[src/rtl/latched_ram_ctrl.sv]
// Word-addressed RAM with a req/ack handshake and a fixed multi-cycle access latency.
// Requests are captured in IDLE, performed after ACCESS_CYCLES edges, and acknowledged in DONE.
module latched_ram_ctrl #(
  parameter int unsigned DATA_WIDTH    = 8,
  parameter int unsigned ADDR_WIDTH    = 4,
  parameter int unsigned ACCESS_CYCLES = 2
) (
  input  logic                  clk,
  input  logic                  reset,
  input  logic                  req,
  input  logic                  we,
  input  logic [ADDR_WIDTH-1:0] addr,
  input  logic [DATA_WIDTH-1:0] wdata,
  output logic [DATA_WIDTH-1:0] rdata,
  output logic                  ack,
  output logic                  busy
);

  localparam int unsigned DEPTH = 2 ** ADDR_WIDTH;
  localparam int unsigned CNT_W = 8;

  typedef enum logic [1:0] {
    IDLE   = 2'd0,
    ACCESS = 2'd1,
    DONE   = 2'd2
  } state_t;

  state_t                state_q, state_n;
  logic [CNT_W-1:0]      cnt_q, cnt_n;
  logic                  capture;
  logic                  do_access;

  logic [ADDR_WIDTH-1:0] addr_q;
  logic                  we_q;
  logic [DATA_WIDTH-1:0] wdata_q;
  logic [DATA_WIDTH-1:0] mem [DEPTH];

  // State and latency counter registers
  always_ff @(posedge clk) begin
    if (reset) begin
      state_q <= IDLE;
      cnt_q   <= '0;
    end else begin
      state_q <= state_n;
      cnt_q   <= cnt_n;
    end
  end

  // Next-state, counter and datapath strobes
  always_comb begin
    state_n   = state_q;
    cnt_n     = cnt_q;
    capture   = 1'b0;
    do_access = 1'b0;
    case (state_q)
      IDLE: begin
        if (req) begin
          capture = 1'b1;
          cnt_n   = CNT_W'(ACCESS_CYCLES - 1);
          state_n = ACCESS;
        end
      end
      ACCESS: begin
        if (cnt_q != '0) begin
          cnt_n = cnt_q - CNT_W'(1);
        end else begin
          do_access = 1'b1;
          state_n   = DONE;
        end
      end
      DONE: begin
        state_n = IDLE;
      end
      default: begin
        state_n = IDLE;
      end
    endcase
  end

  // Request capture, memory array and registered outputs
  always_ff @(posedge clk) begin
    if (reset) begin
      addr_q  <= '0;
      we_q    <= 1'b0;
      wdata_q <= '0;
      rdata   <= '0;
      ack     <= 1'b0;
      busy    <= 1'b0;
      for (int i = 0; i < DEPTH; i++) begin
        mem[i] <= '0;
      end
    end else begin
      if (capture) begin
        addr_q  <= addr;
        we_q    <= we;
        wdata_q <= wdata;
      end
      if (do_access) begin
        if (we_q) begin
          mem[addr_q] <= wdata_q;
        end else begin
          rdata <= mem[addr_q];
        end
      end
      ack  <= (state_n == DONE);
      busy <= (state_n != IDLE);
    end
  end

endmodule
[config.mk]
export PLATFORM = sky130hd
export DESIGN_NAME = latched_ram_ctrl
export DESIGN_NICKNAME = d
export VERILOG_FILES = /design/src/rtl/latched_ram_ctrl.sv
export SDC_FILE = /design/constraint.sdc
export NUM_CORES = 1
export LEC_CHECK = 0
export CAP_MARGIN = 10
export CORE_UTILIZATION = 40
export CTS_BUF_LIST = sky130_fd_sc_hd__clkbuf_8
export DETAILED_ROUTE_END_ITERATION = 7
export GPL_TIMING_DRIVEN = 0
export MAX_ROUTING_LAYER = met4
export PLACE_DENSITY = 0.61
export SLEW_MARGIN = 30
export SYNTH_ARGS = -nofsm -noshare
export SYNTH_HDL_FRONTEND = slang
export SYNTH_SLANG_ARGS = --single-unit
[constraint.sdc]
create_clock -name clk -period 2.15 [get_ports clk]
set_input_delay 0.3225 -clock clk [delete_from_list [all_inputs] [get_ports clk]]
set_output_delay 0.3225 -clock clk [all_outputs]
set_load 0.02 [all_outputs]
* Word level (Yosys, flattened, before mapping)
Memory sizes are Yosys's and may differ from the RTL's. A register that Yosys moved wholly into a read port is not among the register bits. Cells that the tools add are included.
Operators by class: muxes and demuxes 19, reduce and logical (&&, ||, !) cells 7, eq/ne operators 4, $add $sub $neg 1, bitwise gates (word level) 1
Operators with widths (count):
- $mux W8 | 3
- $pmux W8 S2 | 1
- $mux W1 | 11
- $reduce_bool A8 Y1 | 1
- $reduce_or A8 Y1 | 1
- $sub A8 B1 Y8 const B | 1
- $mux W2 | 2
- $mux W4 | 1
- $ne A2 B2 Y1 const B | 2
- $pmux W2 S2 | 1
- $reduce_bool A2 Y1 | 2
- $reduce_and A3 Y1 | 1
- $eq A2 B1 Y1 const B | 1
- $eq A2 B2 Y1 const B | 1
- $logic_not A2 Y1 | 1
- $reduce_and A2 Y1 | 1
- $not A1 Y1 | 1
Word-level totals: memories kept 1, register bits 25, RAM bits 128
Memories:
- mem | words 16, bits a word 8, rd ports 1, clocked after Yosys merged registers in 1, write ports 16, RTL line 36 | logic [DATA_WIDTH-1:0] mem [DEPTH];

* Depth between registers and ports, before layout
Gate-level depths: netlist (run 1).
word-level depth 8, mapped depth 9, mapped depth without buffers 6

* Worst setup path before layout (run 1)
OpenSTA, ideal clock, no wires.
kind register to register, from register cnt_q[0], to memory mem[1][0], enable pin, path slack 19 ps, clock period less this slack 2131 ps, path buffers 1, required time 1824 ps, stages on the path, launching flop included 8, library setup time 326 ps, arrival time 1805 ps, cell sequence dfxtp_1 > inv_1 > ha_1 > nor3b_1 > and3_1 > buf_6 > nor3b_1 > a21o_1
RTL lines:
- from (decl) | RTL line 29 | logic [CNT_W-1:0] cnt_q, cnt_n;
- from (signal assigned) | RTL line 45 | cnt_q <= cnt_n;
- to (decl) | RTL line 36

==> results of run 1 <==
-- cell type report --
class,count,area (sq um)
fillers,1530,9087
flip-flops and latches,161,4506
multi-input cells,344,2452
repair buffers,28,282.8
well taps,225,281.5
clock buffers,18,247.7
plain buffers,36,217.7
clock inverters,14,146.4
inverters,4,15.01
-- cells in the mapped netlist (2+ instances only) --
cell	instances
nor2_1	135
edfxtp_1	128
nand2_1	61
dfxtp_1	33
mux4_2	32
clkbuf_1	20
a21o_1	16
a21oi_1	13
mux2_2	10
nor2_2	10
a22oi_1	8
mux2i_1	8
o21ai_0	8
buf_2	5
buf_6	5
nor3_1	5
xor2_1	5
buf_1	4
inv_1	4
nor3b_1	4
buf_4	3
o2111ai_1	3
and3_1	2
and3_2	2
and3b_2	2
ha_1	2
nand3_1	2
nand3b_1	2
o211ai_1	2
or3b_2	2
-- flip-flops by register name (all words and copies together) (netlist names) --
| name | cells |
|---|---|
| ack | 1 |
| addr_q | 4 |
| busy | 1 |
| cnt_q | 8 |
| mem | 128 |
| rdata | 8 |
| state_q | 2 |
| wdata_q | 8 |
| we_q | 1 |
-- worst max-delay path: cells and delay by family, from the launching register on --
family | cells | cell delay, ps
DFF | 1 | 470
and+or+nand+nor | 1 | 300
AOI/OAI and AO/OA | 1 | 310
buffers and inverters | 2 | 690
-- power groups by stage --
| stage | clock network [uW] | registers [uW] | logic [uW] |
|---|---|---|---|
| after global placement | 0 | 3640 | 771 |
| final | 2240 | 3580 | 850 |
| after detailed placement | 0 | 3650 | 781 |
| after global routing | 2390 | 3600 | 911 |
| after CTS | 2260 | 3580 | 822 |
| after floorplan | 0 | 3630 | 519 |
-- routing by layer --
metal  GRT usage  up-vias
met5           -        -
li1            -     2066
met4     0.08302        0
met2      0.3267      163
met3     0.04129       25
met1      0.2834     2247
-- cell families after synthesis --
kind of cell / count (synthesis)
and+or+nand+nor: 234
DFF: 161
AOI/OAI and AO/OA: 53
muxes: 50
buffers and inverters: 41
xor gates and xnor gates: 5
adders and majority gates: 2
-- stage by stage --
| step | hold WS, ps | util | setup WS, ps | setup TNS (ps) |
|---|---|---|---|---|
| after floorplan | 458.5 | - | 18.74 | 0 |
| after global placement | 477.9 | 0.4397 | -491.7 | -74300 |
| after detailed placement | 484.5 | 0.4397 | -533.7 | -84710 |
| after CTS | 401.7 | 0.4678 | -58.51 | -681.6 |
| after global routing | 409.7 | 0.4728 | -29.03 | -682.0 |
| final | 421.0 | 0.4728 | 48.41 | 0 |
-- worst max path at each step --
stage | from | end
3_3_place_gp | cnt_q[0]$_SDFFE_PP0P_ | mem[1][2]$_SDFFCE_PN0P_
4_1_cts | cnt_q[5]$_SDFFE_PP0P_ | mem[1][1]$_SDFFCE_PN0P_
5_1_grt | addr_q[1]$_SDFFE_PP0P_ | mem[11][0]$_SDFFCE_PN0P_
6_report | addr_q[2]$_SDFFE_PP0P_ | mem[13][6]$_SDFFCE_PN0P_
2_1_floorplan | cnt_q[0]$_SDFFE_PP0P_ | mem[1][0]$_SDFFCE_PN0P_
3_5_place_dp | cnt_q[0]$_SDFFE_PP0P_ | mem[1][2]$_SDFFCE_PN0P_
-- cells in the final DEF (no fill, tap or decap), types with 5 or more instances in the layout --
| cell | instances |
|---|---|
| a21o_2 | 9 |
| nor2_2 | 12 |
| clkbuf_1 | 7 |
| inv_1 | 5 |
| buf_4 | 5 |
| a21o_4 | 7 |
| a22oi_1 | 8 |
| nor3_1 | 5 |
| clkdlybuf4s50_1 | 24 |
| clkbuf_2 | 12 |
| edfxtp_1 | 128 |
| a21oi_1 | 13 |
| nand2_1 | 61 |
| xor2_1 | 5 |
| nor2_1 | 133 |
| mux2_2 | 10 |
| mux4_2 | 32 |
| buf_6 | 7 |
| dfxtp_1 | 32 |
| buf_2 | 6 |
| clkbuf_8 | 18 |
| mux2i_1 | 8 |
| o21ai_0 | 8 |
-- repair_timing --
item | 4_1_cts | 5_1_grt
hold buffers | 0 | 0
pin swaps | 3 | 2
setup endpoints to repair | 259 | 218
setup buffers | 1 | 3
resized for setup | 39 | 20
cloned | 0 | 0
==> summary.txt, run 1 <==
CP Cell Sequence -> buf_2 -> clkbuf_2 -> and3_2 -> a21o_2
Non-Filler Instances -> 830
gr usage total -> 0.2140
CTS Buffer Depth -> 2
r2r worst-path depth -> 4
final hold vios -> 0
total power -> 6669 uW
met3 wire len -> 1154 microns
PwrDens -> 818.4 nW/um^2
Worst Hold Launch -> wdata[5]
DIE WIDTH -> 134.8 microns
vias per cell -> 5.423
Area after DPL -> 7579 sq um
share of cells above drive strength 1 -> 0.2430
clock skew -> 17.64 ps
CTS tree -> built
clock buffer count from CTS -> 17
H-tree depth -> 4
Core ar. -> 17240 sq um
Reg2Reg Setup Slack -> 50 ps
total grt overflow -> 0
RSZ-0062 raised after global routing -> yes
initial antenna violation count -> 0
drt initial violations -> 419
syn_area_per_cell -> 12.92 sq um
combinational family with the most area after synthesis -> simple AND/OR/NAND/NOR gates
Worst Hold End -> wdata_q[5]$_SDFFE_PP0P_
Sink Count -> 161
WS Path Type -> reg -> reg
number of synthesized flops with an enable pin -> 128
actual slew at the worst max-slew pin -> 837.7 ps
WL met1 -> 7607 microns
Pleak -> 0.002685 uW
startpoint types -> flip-flop
Data arrival, critical path -> 2230 ps
post-synthesis sequential area ratio -> 0.6383
Design Area, Final -> 8149 sq um
endpoints failing setup -> 0
Post-Syn Nets -> 564
Hold WC Path Type -> in -> reg
CP Max Fanout -> 10
largest net degree at the start of global routing -> 17
P_int -> 5025 uW
synth top area cells -> edfxtp_1 54%, mux4_2 10%, dfxtp_1 9.4%, nor2_1 7.2%, nand2_1 3.2%
Worst slew margin -> 0.4415
number of standard cells after synthesis -> 546
Synth Area in XOR/XNOR -> 0.006206
critical path's slowest cell -> dfxtp_1
fin. max-slew vios -> 0
post-synth top area share -> 0.5447
Die Footprint -> 18180 sq um
Clock power frac -> 0.336
CTS root buffer -> clkbuf_8
die height -> 134.8 microns
port bufs -> 24
multiplexer share of the synthesized area -> 0.1294
clock slew at the register clock pins of the worst setup and hold paths -> 80 ps
ant diodes -> 0
Worst IR Drop VDD -> 419.0 uV
gpl congestion -> 0.8756
final period utilization -> 0.9775
Starting Density -> 0.4094
Final ANT Viol Nets -> 0
synth-to-layout area growth -> 15.48%
WL met2 -> 8544 microns
DRC Markers -> 0
CP Capture Type -> flip-flop
Psw -> 1645 uW
number of global-route vias before repair -> 4442
Ys Warns -> 0
status -> complete, no violations
Max-Cap Viols -> 0
WP data required -> 2280 ps
TritonRoute pass-1 iters -> 6
reg-to-reg critical path startpoint -> addr_q[2]$_SDFFE_PP0P_
hold path cells -> 3
simple logic cell fraction of the synthesized area -> 0.1433
Worst-Skew Late Latency -> 460 ps
Mapped Area -> 7057 sq um
Distinct cells, synth -> 40
Yosys top cell by area -> edfxtp_1
Comb pwr share -> 0.127
complex-gate fraction of the synthesized area -> 0.04965
Nets -> 610
Vias -> 4501
r2r endpoint -> mem[13][6]$_SDFFCE_PN0P_
placed cell count -> 795
sequential share of power -> 0.537
row count -> 48
global-route wire length before repair -> 26240 microns
DRT Wirelength -> 17740 microns
# IOs -> 26
crit path time final -> 2102 ps
critical path's largest stage delay -> 470 ps
register bit total from synthesis -> 161
Detailed Place HPWL -> 12670 microns
WL/cell -> 21.37 microns
Synth Flop Type -> edfxtp_1
sw frac -> 0.2466
async set or reset register ratio after synthesis -> 0
post-synthesis adder-cell area fraction -> 0.003546
fmax -> 475.8 MHz
max layer used -> met4
No activity file was read; power rests on OpenSTA's default activity.
==> run 2: changes to the inputs <==
Settings changed: HOLD_SLACK_MARGIN set to 0.02.
==> results of run 2 <==
Final layout, timing and power as in run 1 (identical DEF).
